File: config.mk
export PLATFORM = sky130hd
export DESIGN_NAME = fir_fifo_engine
export DESIGN_NICKNAME = d
export VERILOG_FILES = /design/src/rtl/fir_fifo_engine.sv
export SDC_FILE = /design/constraint.sdc
export NUM_CORES = 2
export LEC_CHECK = 0
export ABC_CLOCK_PERIOD_IN_PS = 26500
export CAP_MARGIN = 10
export CORE_UTILIZATION = 39
export DETAILED_ROUTE_END_ITERATION = 16
export GPL_ROUTABILITY_DRIVEN = 0
export REMOVE_ABC_BUFFERS = 1
export SYNTH_ARGS = -nofsm -noshare
export SYNTH_HDL_FRONTEND = slang
export SYNTH_SLANG_ARGS = --single-unit
File: constraint.sdc
create_clock -name clk -period 26.5 [get_ports clk]
set_clock_uncertainty 0.15 [all_clocks]
set_input_delay 5.3 -clock clk [delete_from_list [all_inputs] [get_ports clk]]
set_output_delay 5.3 -clock clk [all_outputs]
set_load 0.005 [all_outputs]
File: src/rtl/fir_fifo_engine.sv
// fir_fifo_engine: input FIFO feeding a sequential single-MAC FIR with a
// shadow/active coefficient bank, round-half-up, saturation, decimation and
// sticky error flags.
// Ports:
//   clk, rst                  clock, synchronous active-high reset
//   data, wrreq               sample write into the FIFO
//   wrfull, usedw             FIFO full flag and occupancy
//   coef_we/addr/wdata        shadow bank write
//   coef_commit               request shadow->active copy at next IDLE
//   decim                     output decimation factor (0 acts as 1)
//   err_clr                   clear sticky errors
//   q, data_valid             filtered output and its one-cycle strobe
//   source_err                bit0 FIFO overflow, bit1 output saturation
//   monitor_fifout            last sample popped from the FIFO
module fir_fifo_engine #(
    parameter int unsigned DATA_W = 14,
    parameter int unsigned COEF_W = 16,
    parameter int unsigned TAPS   = 16,
    parameter int unsigned SHIFT  = 14,
    parameter int unsigned OUT_W  = 18,
    parameter int unsigned DEPTH  = 16
) (
    input  logic                       clk,
    input  logic                       rst,
    input  logic [DATA_W-1:0]          data,
    input  logic                       wrreq,
    output logic                       wrfull,
    output logic [$clog2(DEPTH):0]     usedw,
    input  logic                       coef_we,
    input  logic [$clog2(TAPS)-1:0]    coef_addr,
    input  logic [COEF_W-1:0]          coef_wdata,
    input  logic                       coef_commit,
    input  logic [7:0]                 decim,
    input  logic                       err_clr,
    output logic [OUT_W-1:0]           q,
    output logic                       data_valid,
    output logic [1:0]                 source_err,
    output logic [DATA_W-1:0]          monitor_fifout
);

    localparam int unsigned AW     = $clog2(DEPTH);
    localparam int unsigned CW     = $clog2(TAPS);
    localparam int unsigned PROD_W = DATA_W + COEF_W;
    localparam int unsigned ACC_W  = PROD_W + CW;
    localparam int unsigned SUM_W  = ACC_W + 1;

    localparam logic signed [SUM_W-1:0] RND    = SUM_W'(1) <<< (SHIFT - 1);
    localparam logic [COEF_W-1:0]       PASS   = COEF_W'(1) << SHIFT;
    localparam logic [CW:0]             TAPS_L = (CW + 1)'(TAPS);

    typedef enum logic [1:0] {S_IDLE, S_LOAD, S_MAC, S_OUT} state_e;

    state_e                     state_q, state_d;
    logic [CW-1:0]              k_q, k_d;
    logic signed [ACC_W-1:0]    acc_q, acc_d;
    logic [DATA_W-1:0]          x_q [TAPS];
    logic [DATA_W-1:0]          x_d [TAPS];
    logic [COEF_W-1:0]          cact_q [TAPS];
    logic [COEF_W-1:0]          cact_d [TAPS];
    logic [COEF_W-1:0]          csh_q [TAPS];
    logic [COEF_W-1:0]          csh_d [TAPS];
    logic                       pend_q, pend_d;
    logic [7:0]                 dec_q, dec_d;
    logic [7:0]                 dcnt_q, dcnt_d;
    logic [DATA_W-1:0]          mem [DEPTH];
    logic [AW-1:0]              wptr_q, wptr_d, rptr_q, rptr_d;
    logic [AW:0]                cnt_q, cnt_d;
    logic                       full_q, full_d;
    logic [1:0]                 err_q, err_d;
    logic [OUT_W-1:0]           q_q, q_d;
    logic                       dv_q, dv_d;
    logic [DATA_W-1:0]          mon_q, mon_d;

    logic                       push_c, pop_c;
    logic signed [PROD_W-1:0]   xs_c, cs_c, prod_c;
    logic signed [SUM_W-1:0]    sum_c, shr_c;
    logic                       sat_pos_c, sat_neg_c;
    logic [OUT_W-1:0]           res_c;

    assign wrfull         = full_q;
    assign usedw          = cnt_q;
    assign q              = q_q;
    assign data_valid     = dv_q;
    assign source_err     = err_q;
    assign monitor_fifout = mon_q;

    // FIFO storage; needs no reset since pointers gate every read
    always_ff @(posedge clk) begin
        if (push_c) begin
            mem[wptr_q] <= data;
        end
    end

    // Next-state, datapath and output logic
    always_comb begin
        state_d = state_q;
        k_d     = k_q;
        acc_d   = acc_q;
        x_d     = x_q;
        cact_d  = cact_q;
        csh_d   = csh_q;
        pend_d  = pend_q | coef_commit;
        dec_d   = dec_q;
        dcnt_d  = dcnt_q;
        wptr_d  = wptr_q;
        rptr_d  = rptr_q;
        err_d   = err_clr ? 2'b00 : err_q;
        q_d     = q_q;
        dv_d    = 1'b0;
        mon_d   = mon_q;

        // Full is judged on the registered count: a same-cycle pop never rescues a write
        push_c = wrreq && !full_q;
        pop_c  = (state_q == S_LOAD);
        if (push_c) wptr_d = wptr_q + AW'(1);
        if (pop_c)  rptr_d = rptr_q + AW'(1);
        cnt_d  = cnt_q + (AW + 1)'(push_c) - (AW + 1)'(pop_c);
        full_d = (cnt_d == (AW + 1)'(DEPTH));
        if (wrreq && full_q) err_d[0] = 1'b1;

        if (coef_we && ({1'b0, coef_addr} < TAPS_L)) begin
            csh_d[coef_addr] = coef_wdata;
        end

        xs_c   = {{COEF_W{x_q[k_q][DATA_W-1]}}, x_q[k_q]};
        cs_c   = {{DATA_W{cact_q[k_q][COEF_W-1]}}, cact_q[k_q]};
        prod_c = xs_c * cs_c;

        // Round half up, then clip to the signed OUT_W range
        sum_c     = $signed({acc_q[ACC_W-1], acc_q}) + RND;
        shr_c     = sum_c >>> SHIFT;
        sat_pos_c = !shr_c[SUM_W-1] && (|shr_c[SUM_W-2:OUT_W-1]);
        sat_neg_c = shr_c[SUM_W-1] && !(&shr_c[SUM_W-2:OUT_W-1]);
        if (sat_pos_c)      res_c = {1'b0, {(OUT_W - 1){1'b1}}};
        else if (sat_neg_c) res_c = {1'b1, {(OUT_W - 1){1'b0}}};
        else                res_c = shr_c[OUT_W-1:0];

        case (state_q)
            S_IDLE: begin
                // Commit has priority so a MAC never sees a half-updated bank
                if (pend_q) begin
                    cact_d = csh_q;
                    pend_d = coef_commit;
                end else if (cnt_q != '0) begin
                    state_d = S_LOAD;
                end
            end
            S_LOAD: begin
                x_d[0] = mem[rptr_q];
                for (int i = 1; i < TAPS; i++) x_d[i] = x_q[i-1];
                mon_d   = mem[rptr_q];
                acc_d   = '0;
                k_d     = '0;
                dec_d   = (decim == 8'd0) ? 8'd1 : decim;
                state_d = S_MAC;
            end
            S_MAC: begin
                acc_d = acc_q + {{CW{prod_c[PROD_W-1]}}, prod_c};
                k_d   = k_q + CW'(1);
                if (k_q == CW'(TAPS - 1)) state_d = S_OUT;
            end
            S_OUT: begin
                // Saturation is flagged even when decimation drops the sample
                if (sat_pos_c || sat_neg_c) err_d[1] = 1'b1;
                if (dcnt_q >= dec_q - 8'd1) begin
                    dv_d   = 1'b1;
                    q_d    = res_c;
                    dcnt_d = 8'd0;
                end else begin
                    dcnt_d = dcnt_q + 8'd1;
                end
                state_d = S_IDLE;
            end
            default: state_d = S_IDLE;
        endcase
    end

    // State register with synchronous reset
    always_ff @(posedge clk) begin
        if (rst) begin
            state_q <= S_IDLE;
            k_q     <= '0;
            acc_q   <= '0;
            for (int i = 0; i < TAPS; i++) begin
                x_q[i]    <= '0;
                cact_q[i] <= (i == 0) ? PASS : '0;
                csh_q[i]  <= (i == 0) ? PASS : '0;
            end
            pend_q  <= 1'b0;
            dec_q   <= 8'd1;
            dcnt_q  <= 8'd0;
            wptr_q  <= '0;
            rptr_q  <= '0;
            cnt_q   <= '0;
            full_q  <= 1'b0;
            err_q   <= 2'b00;
            q_q     <= '0;
            dv_q    <= 1'b0;
            mon_q   <= '0;
        end else begin
            state_q <= state_d;
            k_q     <= k_d;
            acc_q   <= acc_d;
            x_q     <= x_d;
            cact_q  <= cact_d;
            csh_q   <= csh_d;
            pend_q  <= pend_d;
            dec_q   <= dec_d;
            dcnt_q  <= dcnt_d;
            wptr_q  <= wptr_d;
            rptr_q  <= rptr_d;
            cnt_q   <= cnt_d;
            full_q  <= full_d;
            err_q   <= err_d;
            q_q     <= q_d;
            dv_q    <= dv_d;
            mon_q   <= mon_d;
        end
    end

endmodule

==> results by group <==
Pwr
  • Leakage: 20.82 nW
  • Clk pwr share: 38.0%
  • Psw: 0.001238 W
  • Net Sw Frac: 29.70%
  • Pint: 0.002931 W
  • Sequential power share: 41.2%
  • Pwr Density: 72.14 nW/um^2
  • VDD IR max: 0.08436 mV
  • Total power: 0.004169 W
  • Gate power share: 20.8%

Worst setup path
  • Critical-path cell with the highest stage delay: dfxtp_4
  • Crit path required time: 26.99 ns
  • Worst r2r path cells: 35
  • Reg-to-Reg End: acc_q[33]$_SDFFE_PP0P_
  • Worst r2r src: k_q[1]$_SDFFE_PP0P_
  • Most frequent CP cell: fa_1
  • Crit path from: k_q[1]$_SDFFE_PP0P_
  • Critical setup path kind: register to register
  • Critical Path AT: 11.73 ns
  • Worst setup SP type: register
  • Worst Setup EP: acc_q[33]$_SDFFE_PP0P_
  • R2R setup slack: 15.26 ns
  • Slowest stage delay, CP: 0.92 ns
  • CP Capture Type: register
  • Largest fanout on the critical path: 48

GRT
  • Gr usage total: 18.92%
  • Global route overflow: 0
  • Largest net degree at the start of global routing: 215
  • Antenna violations before repair: 1
  • Met2 usage: 31.10%
  • GR Layer Usage met1: 26.21%
  • Most used routing layer: met2
  • Global-route wire length before repair: 203300 um
  • Vias in the first global route: 35610
  • GR met3 Demand/Resource: 2.531%

Clock network
  • CTS tree: done
  • Clock transition at path regs: 0.06 ns
  • Clk sinks: 1052
  • Clock buffer depth: 3
  • Setup Fix Bufs, Post-CTS: 0
  • Worst skew pair latency: 0.78 ns
  • Post-CTS sizing: 0
  • Root Buffer: clkbuf_16
  • Depth of the CTS H-tree: 3
  • Hold-fix buffers, CTS: 0
  • CTS buffer count: 112

Job
  • Max-Cap Viols: 0

Timing
  • RSZ-0062 raised after global routing: false
  • Fin. Hold Viols: 0
  • Fmax: 0.08896 GHz
  • Min Tclk post-route: 11.24 ns
  • Worst-Margin Slew: 1.248 ns
  • # setup viols final: 0
  • Setup TNS: 0 ns
  • Relative max-transition margin: 16.71%
  • Slew Limit Fails: 0
  • Period Utilization, post-route: 42.42%

Detailed routing
  • Vias: 36270
  • Routed length per instance: 18.29 um
  • Pre-antenna DRT Iters: 8
  • Antenna Nets Post-Route: 0
  • Vias per cell: 5.190
  • Initial drt markers: 2478
  • Routed WL: 127800 um
  • DRC violations left: 0

Worst hold path
  • HP Class: register to register

Placed design
  • Dpl hpwl: 81220 um
  • Port Buf Inserts: 88

Die
  • I/O pin count: 89
  • Initial Util: 39.37%
  • Core area: 131600 sq um
  • Row Count: 133
  • Die Y: 366.5 um
  • Die W: 366.5 um
  • Die Area: 134300 sq um

Outcome
  • Status: finished, final reports clean

Layout
  • Nets: 5544
  • Number of diodes: 0
  • Fraction of layout cells with a size suffix above 1: 9.763%
  • Area grow syn2layout: 11.51%

Synthesis
  • Yosys reg bits: 1052
  • Post-synthesis sequential area ratio: 44.97%
  • Yosys warns: 0
  • Post-synthesis cell count: 5247
  • Post-synth EDFFs: 224
  • Top_reg_cell synth: dfxtp_1
  • Distinct cells, synth: 78
  • Mapped Area: 51820 sq um
  • Fraction of registers with async set/reset: 0%
  • Average cell area after synthesis: 9.876 sq um
metal layers:
layer | up-vias | share of wire (%)
li1 | 17350 | -
met3 | 147 | 4.9
met1 | 18000 | 46
met4 | 0 | 1.7
met2 | 783 | 47
met5 | - | 0
per-stage QoR:
stage	util, %	instances	cell area, sq um	hold WS (ns)	setup WS, ns
final	43.90	6989	57790	0.2883	15.26
after global routing	43.90	6989	57790	0.3041	14.43
after CTS	43.89	6988	57770	0.2773	15.23
after detailed placement	41.02	6784	53990	0.2910	15.26
after global placement	41.02	6784	53990	0.2861	15.41
after floorplan	-	4884	50310	0.2760	12.95
power by group through the flow:
stage	logic [W]	clock network, W	registers, W
6_report	0.000868	0.00158	0.00172
3_3_place_gp	0.000866	0	0.00175
2_1_floorplan	0.000721	0	0.00176
4_1_cts	0.000876	0.00162	0.00172
5_1_grt	0.000952	0.00168	0.00172
3_5_place_dp	0.000874	0	0.00175
placed cells by master, fill, tap and decap left out, types with 16 or more instances in the layout:
master / synthesis / routed
a21o_1: 29 / 29
a21oi_1: 582 / 582
a221o_1: 17 / 17
a22oi_1: 22 / 22
and3_1: 16 / 16
buf_4: 16 / 54
clkbuf_1: 271 / 17
clkbuf_16: 0 / 112
clkbuf_8: 0 / 19
clkdlybuf4s50_1: 0 / 87
clkinv_2: 0 / 23
dfxtp_1: 828 / 822
edfxtp_1: 224 / 224
fa_1: 221 / 221
ha_1: 131 / 130
inv_1: 305 / 305
mux2_2: 20 / 20
mux2i_1: 254 / 254
mux4_2: 200 / 200
nand2_1: 1192 / 1191
nand2b_1: 24 / 24
nand3_1: 25 / 25
nor2_1: 462 / 457
nor2b_1: 25 / 25
o21a_1: 16 / 16
o21ai_0: 39 / 32
o21ai_1: 15 / 22
xnor2_1: 61 / 61
xor2_1: 31 / 31
flip-flops by register name, indices dropped and copies added (netlist names):
| register | cells |
|---|---|
| pend_q | 1 |
| csh_q | 256 |
| usedw | 5 |
| rptr_q | 4 |
| wrfull | 1 |
| wptr_q | 4 |
| mem | 224 |
| dec_q | 8 |
| cact_q | 256 |
| x_q | 210 |
| q | 18 |
| data_valid | 1 |
| dcnt_q | 8 |
| state_q | 2 |
| monitor_fifout | 14 |
| k_q | 4 |
| source_err | 2 |
| acc_q | 34 |
critical path, delay by kind of cell (launching register included):
kind | cells | cell delay, ns
adder cells (fa/ha/maj) | 8 | 3.72
AO/OA/AOI/OAI | 13 | 3.35
buffers and inverters | 6 | 1.47
flip-flops | 1 | 0.92
multiplexers | 3 | 0.77
AND/OR/NAND/NOR | 4 | 0.56
XOR/XNOR | 1 | 0.12
worst min-delay path by stage:
stage / start / slack [ns] / to / depth (start not counted)
4_1_cts: csh_q[152]$_SDFFE_PP0P_ / 0.28 / cact_q[152]$_SDFFE_PP0P_ / 2
2_1_floorplan: csh_q[0]$_SDFFE_PP0P_ / 0.28 / cact_q[0]$_SDFFE_PP0P_ / 2
6_report: csh_q[152]$_SDFFE_PP0P_ / 0.29 / cact_q[152]$_SDFFE_PP0P_ / 2
3_5_place_dp: csh_q[129]$_SDFFE_PP0P_ / 0.29 / cact_q[129]$_SDFFE_PP0P_ / 2
3_3_place_gp: csh_q[253]$_SDFFE_PP0P_ / 0.29 / cact_q[253]$_SDFFE_PP0P_ / 2
5_1_grt: csh_q[200]$_SDFFE_PP0P_ / 0.30 / cact_q[200]$_SDFFE_PP0P_ / 2
Yosys cell counts (3+ instances only):
master     number  area (sq um)
buf_4          16         120.1
buf_2          37         185.2
buf_1          34         127.6
nor3_1         17         85.08
or2_2           6         37.54
o21ai_1        15         75.07
or3_1          12         75.07
o21a_1         16         120.1
nand4b_1        3         26.28
nand3b_1        3         22.52
edfxtp_1      224          6726
o2111ai_1       3         26.28
nor2b_1        25         156.4
a211oi_1        3         22.52
a221o_1        17         170.2
nand2b_1       24         150.1
mux2i_1       254          2542
ha_1          131          1639
mux4_2        200          4504
and4_1          3         26.28
nand3_1        25         125.1
mux2_2         20         225.2
o211ai_1        5         37.54
dfxtp_1       828         16580
clkbuf_1      271          1017
a21o_1         29         217.7
nor2_1        462          1734
or4_1           3         22.52
a22oi_1        22         165.2
a21oi_1       582          2913
nor4_1          7         43.79
o21ai_0        39         195.2
xor2_1         31         271.5
and2_1         13         81.33
inv_1         305          1145
fa_1          221          4424
nand4_1        11         68.82
o21bai_1        7         52.55
nand2_1      1192          4474
xnor2_1        61         534.3
and3_1         16         100.1
a31oi_1         5         31.28
buf_6           5         56.30
area by class of cell:
type	instances	area, sq um
Clock buffer	148	3128
Clock inverter	56	654.4
Fill cell	12340	73840
Inverter	305	1145
Multi-Input combinational cell	3527	25970
Sequential cell	1052	23320
Tap cell	1755	2196
Timing Repair Buffer	146	1366
kinds of logic after synthesis:
| group | Yosys count | share of synthesized area, % |
|---|---|---|
| buffers and inverters | 668 | 5.116 |
| muxes | 474 | 14.03 |
| AOI/OAI and AO/OA | 775 | 8.448 |
| DFF | 1052 | 44.97 |
| and+or+nand+nor | 1833 | 14.15 |
| adders and majority gates | 352 | 11.70 |
| xor gates and xnor gates | 93 | 1.586 |
(Power assumes the default switching activity.)
